===== src/rtl/adder_arb_pkg.sv =====
// adder_arb_pkg: FSM state encoding and width helpers shared by the adder arbiter files. Rev 1.0
`default_nettype none

package adder_arb_pkg;

   typedef enum logic [1:0] {
      IDLE   = 2'd0,
      SETTLE = 2'd1,
      DONE   = 2'd2
   } t_arb_state;

   // Index width that stays at least one bit wide for degenerate counts.
   function automatic int idx_width(input int n);
      return (n > 1) ? $clog2(n) : 1;
   endfunction

endpackage

`default_nettype wire


===== src/rtl/ripplecarryadder.sv =====
// ripplecarryadder: BITS-wide ripple-carry adder, modulo 2^BITS, carry-out discarded. Rev 1.0
`default_nettype none

module ripplecarryadder #(
   parameter int BITS = 16
) (
   input  logic [BITS-1:0] a,
   input  logic [BITS-1:0] b,
   output logic [BITS-1:0] sum
);

   logic [BITS-1:0] carry;

   assign carry[0] = 1'b0;

   generate
      for (genvar i = 0; i < BITS; i++) begin : g_bit
         assign sum[i] = a[i] ^ b[i] ^ carry[i];
         if (i < BITS - 1) begin : g_carry
            assign carry[i+1] = (a[i] & b[i]) | (carry[i] & (a[i] ^ b[i]));
         end
      end
   endgenerate

endmodule

`default_nettype wire


===== src/rtl/rr_picker.sv =====
// rr_picker: combinational round-robin pick, first request above ptr with wrap-around. Rev 1.0
`default_nettype none

module rr_picker
   import adder_arb_pkg::*;
#(
   parameter int NUM_REQ = 4,
   parameter int IW      = idx_width(NUM_REQ)
) (
   input  logic [NUM_REQ-1:0] req,
   input  logic [IW-1:0]      ptr,
   output logic [NUM_REQ-1:0] winner_oh,
   output logic [IW-1:0]      winner_idx,
   output logic               found
);

   logic [IW-1:0] pos;

   // Walking ptr+1 .. ptr+NUM_REQ is the rotate / encode / rotate-back in one pass.
   always_comb begin
      winner_oh  = '0;
      winner_idx = '0;
      found      = 1'b0;
      pos        = '0;
      for (int i = 1; i <= NUM_REQ; i++) begin
         pos = IW'((int'(ptr) + i) % NUM_REQ);
         if (!found && req[pos]) begin
            found          = 1'b1;
            winner_oh[pos] = 1'b1;
            winner_idx     = pos;
         end
      end
   end

endmodule

`default_nettype wire


===== src/rtl/adder_arbiter.sv =====
// adder_arbiter: round-robin sharing of one multicycle ripple-carry adder among NUM_REQ clients.
// Optional signed-overflow flag out_ovf when ADDER_ARB_OVERFLOW_EN is defined. Rev 1.0
`default_nettype none

module adder_arbiter
   import adder_arb_pkg::*;
#(
   parameter int BITS          = 16,
   parameter int NUM_REQ       = 4,
   parameter int SETTLE_CYCLES = 2
) (
   input  logic                    in_clk,
   input  logic                    in_rst_n,
   input  logic [NUM_REQ-1:0]      in_req,
   input  logic [NUM_REQ*BITS-1:0] in_a,
   input  logic [NUM_REQ*BITS-1:0] in_b,
   output logic [NUM_REQ-1:0]      out_grant,
   output logic [NUM_REQ-1:0]      out_ack,
   output logic [BITS-1:0]         out_sum,
`ifdef ADDER_ARB_OVERFLOW_EN
   output logic                    out_ovf,
`endif
   output logic                    out_busy
);

   localparam int IW = idx_width(NUM_REQ);
   localparam int CW = idx_width(SETTLE_CYCLES);

   t_arb_state          state, state_nxt;
   logic [CW-1:0]       cnt;
   logic [IW-1:0]       ptr;
   logic [IW-1:0]       win_idx;
   logic [BITS-1:0]     op_a, op_b;
   logic [BITS-1:0]     adder_sum;
   logic [NUM_REQ-1:0]  pick_oh;
   logic [IW-1:0]       pick_idx;
   logic                pick_found;

   rr_picker #(.NUM_REQ(NUM_REQ), .IW(IW)) u_picker (
      .req        (in_req),
      .ptr        (ptr),
      .winner_oh  (pick_oh),
      .winner_idx (pick_idx),
      .found      (pick_found)
   );

   // Only the operand registers feed the adder, so its path may span SETTLE_CYCLES.
   ripplecarryadder #(.BITS(BITS)) u_adder (
      .a   (op_a),
      .b   (op_b),
      .sum (adder_sum)
   );

   always_ff @(posedge in_clk) begin
      if (!in_rst_n) state <= IDLE;
      else           state <= state_nxt;
   end

   always_comb begin
      state_nxt = state;
      case (state)
         IDLE:    if (pick_found) state_nxt = SETTLE;
         SETTLE:  if (cnt == CW'(SETTLE_CYCLES - 1)) state_nxt = DONE;
         DONE:    state_nxt = IDLE;
         default: state_nxt = IDLE;
      endcase
   end

   assign out_busy = (state != IDLE);

   always_ff @(posedge in_clk) begin
      if (!in_rst_n) begin
         cnt       <= '0;
         ptr       <= IW'(NUM_REQ - 1);
         win_idx   <= '0;
         op_a      <= '0;
         op_b      <= '0;
         out_grant <= '0;
         out_ack   <= '0;
         out_sum   <= '0;
`ifdef ADDER_ARB_OVERFLOW_EN
         out_ovf   <= 1'b0;
`endif
      end else begin
         out_ack <= '0;
         case (state)
            IDLE: begin
               if (pick_found) begin
                  op_a      <= in_a[pick_idx*BITS +: BITS];
                  op_b      <= in_b[pick_idx*BITS +: BITS];
                  out_grant <= pick_oh;
                  win_idx   <= pick_idx;
                  cnt       <= '0;
               end
            end
            SETTLE: cnt <= cnt + CW'(1);
            DONE: begin
               out_sum   <= adder_sum;
               out_ack   <= out_grant;
               out_grant <= '0;
               ptr       <= win_idx;
`ifdef ADDER_ARB_OVERFLOW_EN
               out_ovf   <= (op_a[BITS-1] == op_b[BITS-1]) &&
                            (adder_sum[BITS-1] != op_a[BITS-1]);
`endif
            end
            default: ;
         endcase
      end
   end

endmodule

`default_nettype wire

===== config.mk =====
export PLATFORM = sky130hd
export DESIGN_NAME = adder_arbiter
export DESIGN_NICKNAME = d
export VERILOG_FILES = /design/src/rtl/adder_arb_pkg.sv /design/src/rtl/ripplecarryadder.sv /design/src/rtl/rr_picker.sv /design/src/rtl/adder_arbiter.sv
export SDC_FILE = /design/constraint.sdc
export NUM_CORES = 1
export LEC_CHECK = 0
export CAP_MARGIN = 20
export CORE_UTILIZATION = 48
export DETAILED_ROUTE_END_ITERATION = 12
export GPL_TIMING_DRIVEN = 0
export PLACE_DENSITY = 0.87
export SYNTH_ARGS = -nofsm -noshare
export SYNTH_HDL_FRONTEND = slang
export SYNTH_SLANG_ARGS = --single-unit

===== constraint.sdc =====
create_clock -name in_clk -period 11.8 [get_ports in_clk]
set_input_delay 2.36 -clock in_clk [delete_from_list [all_inputs] [get_ports in_clk]]
set_output_delay 2.36 -clock in_clk [all_outputs]
set_load 0.02 [all_outputs]

==> results.md <==
- Ratio of cells with drive above 1 in the final layout: 12.92%
- Routability cong.: 0.8739
- Die X-Extent: 93.03 um
- Clock transition at path regs: 0.07 ns
- First-pass GRT wire length: 18730 um
- Tmin final: 6.827 ns
- Syn Nets: 550
- Worst Path Arrival: 7.10 ns
- Mapped cell area: 3978 um2
- Post_cts resized: 0
- Worst hold slack: 0.4569 ns
- Critical-path cell list: ha_1 -> inv_1 -> fa_1 -> inv_1 -> fa_1 -> fa_1 -> fa_1 -> fa_1 -> fa_1 -> fa_1 -> fa_1 -> fa_1 -> fa_1 -> fa_1 -> fa_1 -> fa_1 -> fa_1 -> xnor2_1 -> xnor2_1 -> nand2_1 -> a21oi_1
- WP depth: 21
- Mean routed wirelength per cell: 18.03 um
- Post-Synthesis Cells: 393
- Most used cell, CP: fa_1
- WL final: 12030 um
- Count of different cell masters after synthesis: 48
- IO Count: 159
- Syn_area_per_cell: 10.12 um2
- TritonCTS Buffers: 9
- RSZ-0062 raised after global routing: false
- Core Util, Final: 74.48%
- Worst path bufs/invs: 2
- Post-route ant nets: 0
- Gr usage total: 28.34%
- Critical path's largest stage delay: 0.43 ns
- Critical path capture point type: register
- WS Path Type: register to register
- Iter 0 DRT Violations: 270
- RR Endpoint: out_sum[15]
- Slew Limit Fails: 0
- Sequential Area: 1261 um2
- Least-Margin Pin Slew: 0.6182 ns
- Skew-Pair Late Insertion Delay: 0.34 ns
- Synthesis-to-finish area growth: 47.69%
- Antenna violations before repair: 0
- Num Clock Sinks: 63
- Worst ir drop on vdd: 0.07935 mV
- R2R Path Start: op_a[0]
- WP data required: 12.07 ns
- Multi-input logic area: 2464 um2
- Hold endpoint: out_sum[4]
- R2R Setup Slk: 4.97 ns
- Post-synth EDFFs: 0
- Leading cell type in the layout, fill and taps excluded: clkdlybuf4s50_1
- CTS max path bufs: 2
- Largest net degree at the start of global routing: 12
- Sequential-to-total area share from yosys stat: 31.71%
- PwrDens: 104.7 nW/um2
- Root Driver: clkbuf_8
- Synth Warn #: 0
- Worst r2r path cells: 21
- Hold Crit Depth: 2
- Vias in the first global route: 3892
- CORE AREA: 7888 um2
- # nets final: 717
- Tot Pwr: 614.9 uW
- Post-CTS Setup Inserts: 0
- Critical Path Fanout Max: 2
- Max_cap viols: 0
- Vias/cell: 5.786
- Clk_skew: 0.007598 ns
- Status: complete, no violations
- Die area: 8655 um2
- Setup violators final: 0
- Flops & latches, synth: 63
- DP Wirelength: 9488 um
- Pre-Repair DR Iteration Count: 5
- Top delay family on crit path: adder cells
- Hold Crit Start: out_sum[4]
- DR DRC count: 0
- CTS tree: yes
- IO buf count: 156
- Number of cell rows: 32
- Routed vias: 3859
- Starting density of the core: 50.43%
- Ys async rst share: 0%
- Cts hold-fix bufs: 0
- Crit start category: register
- FMAX: 146.5 MHz
- Die height: 93.03 um
- Hold Fails Final Rpt: 0
- Total gr overflow: 0
- Filler Cells Inserted: 569
- Total Neg Setup Slack: 0 ns
- Class of the most critical hold timing path: register to register
- Top_reg_cell synth: dfxtp_1
- Crit share post-route: 57.86%
- Max_slew headroom: 58.56%
- Antenna cell count: 0
- H-tree depth: 3
- Static leakage: 2.210 nW
- Commonest non-fill, non-tap cells in the layout: clkdlybuf4s50_1, mux2i_1, dfxtp_1
- Critical-path top delay cell: fa_1
==> cell families after synthesis <==
logic type	after synthesis	share of synthesized area, %
AND/OR/NAND/NOR	111	14.22
AO/OA/AOI/OAI	85	20.42
multiplexers	65	16.99
flip-flops	63	31.71
buffers and inverters	44	6.354
adder cells (fa/ha/maj)	23	9.877
XOR/XNOR	2	0.4405
==> worst max-delay path by stage <==
stage / end / slack, ns / start
floorplan: out_sum[15] / 5.61 / op_a[0]
global placement: out_sum[15] / 5.22 / op_a[0]
detailed placement: out_sum[15] / 5.09 / op_a[0]
CTS: out_sum[15] / 5.01 / op_a[0]
global route: out_sum[15] / 4.70 / op_a[0]
finish: out_sum[15] / 4.97 / op_a[0]
==> synth_stat cells (2+ instances only) <==
cell | count | area, um2
fa_1 | 14 | 280.3
nand3b_1 | 7 | 52.55
nand2b_1 | 3 | 18.77
clkbuf_1 | 14 | 52.55
nor3_1 | 4 | 20.02
a222oi_1 | 4 | 40.04
a21o_1 | 4 | 30.03
mux2i_1 | 63 | 630.6
nand2_1 | 41 | 153.9
inv_1 | 10 | 37.54
nor2_1 | 7 | 26.28
o21ai_0 | 3 | 15.01
a21oi_1 | 23 | 115.1
o221ai_2 | 24 | 360.4
xnor2_1 | 2 | 17.52
mux4_2 | 2 | 45.04
o211ai_1 | 2 | 15.01
dfxtp_1 | 63 | 1261
a32oi_1 | 6 | 52.55
or2_2 | 3 | 18.77
o221ai_1 | 4 | 35.03
ha_1 | 9 | 112.6
and3_1 | 4 | 25.02
nand3_1 | 28 | 140.1
nor2b_1 | 2 | 12.51
buf_6 | 6 | 67.56
nor3b_1 | 2 | 15.01
o211ai_2 | 5 | 62.56
and3b_1 | 3 | 26.28
buf_2 | 12 | 60.06
o21ai_1 | 2 | 10.01
==> worst min-delay path, stage by stage (launching register included) <==
cell	delay, ns
dfxtp_1	0.31
nand2_1	0.05
a21oi_1	0.05
==> flip-flops by register name, indices dropped and copies added, names as in the netlist <==
name / flops
ptr: 2
out_grant: 4
out_sum: 16
win_idx: 2
cnt: 1
state: 2
out_ack: 4
op_b: 16
op_a: 16
==> routing by layer <==
layer / up-vias / track usage (%) / part of all wire [%]
met2: 215 / 51.29 / 52
met4: 0 / 8.846 / 2.7
met5: - / 0 / 0
met3: 31 / 8.130 / 8.1
met1: 1813 / 31.93 / 38
li1: 1800 / - / -
==> power breakdown <==
part	total, mW	internal [mW]	switching, mW
combinational	0.175	0.0949	0.0799
sequential	0.245	0.230	0.0155
clock	0.195	0.109	0.0865
total	0.615	0.433	0.182
==> metrics by stage <==
stage / instances / cell area, um2 / worst slack [ns]
6_report: 667 / 5874 / 4.973
5_1_grt: 667 / 5874 / 4.699
4_1_cts: 667 / 5874 / 5.006
3_5_place_dp: 651 / 5667 / 5.095
3_3_place_gp: 651 / 5667 / 5.219
2_1_floorplan: 393 / 3978 / 5.611
==> final cells by class <==
cell class	count	area share, %
Multi-Input combinational cell	286	41.94
Sequential cell	63	21.47
Clock inverter	5	0.9585
Inverter	10	0.6390
Timing Repair Buffer	156	26.58
Buffer	34	3.663
Tap cell	102	2.173
Clock buffer	11	2.577
Power figures use the tool's default switching activity.
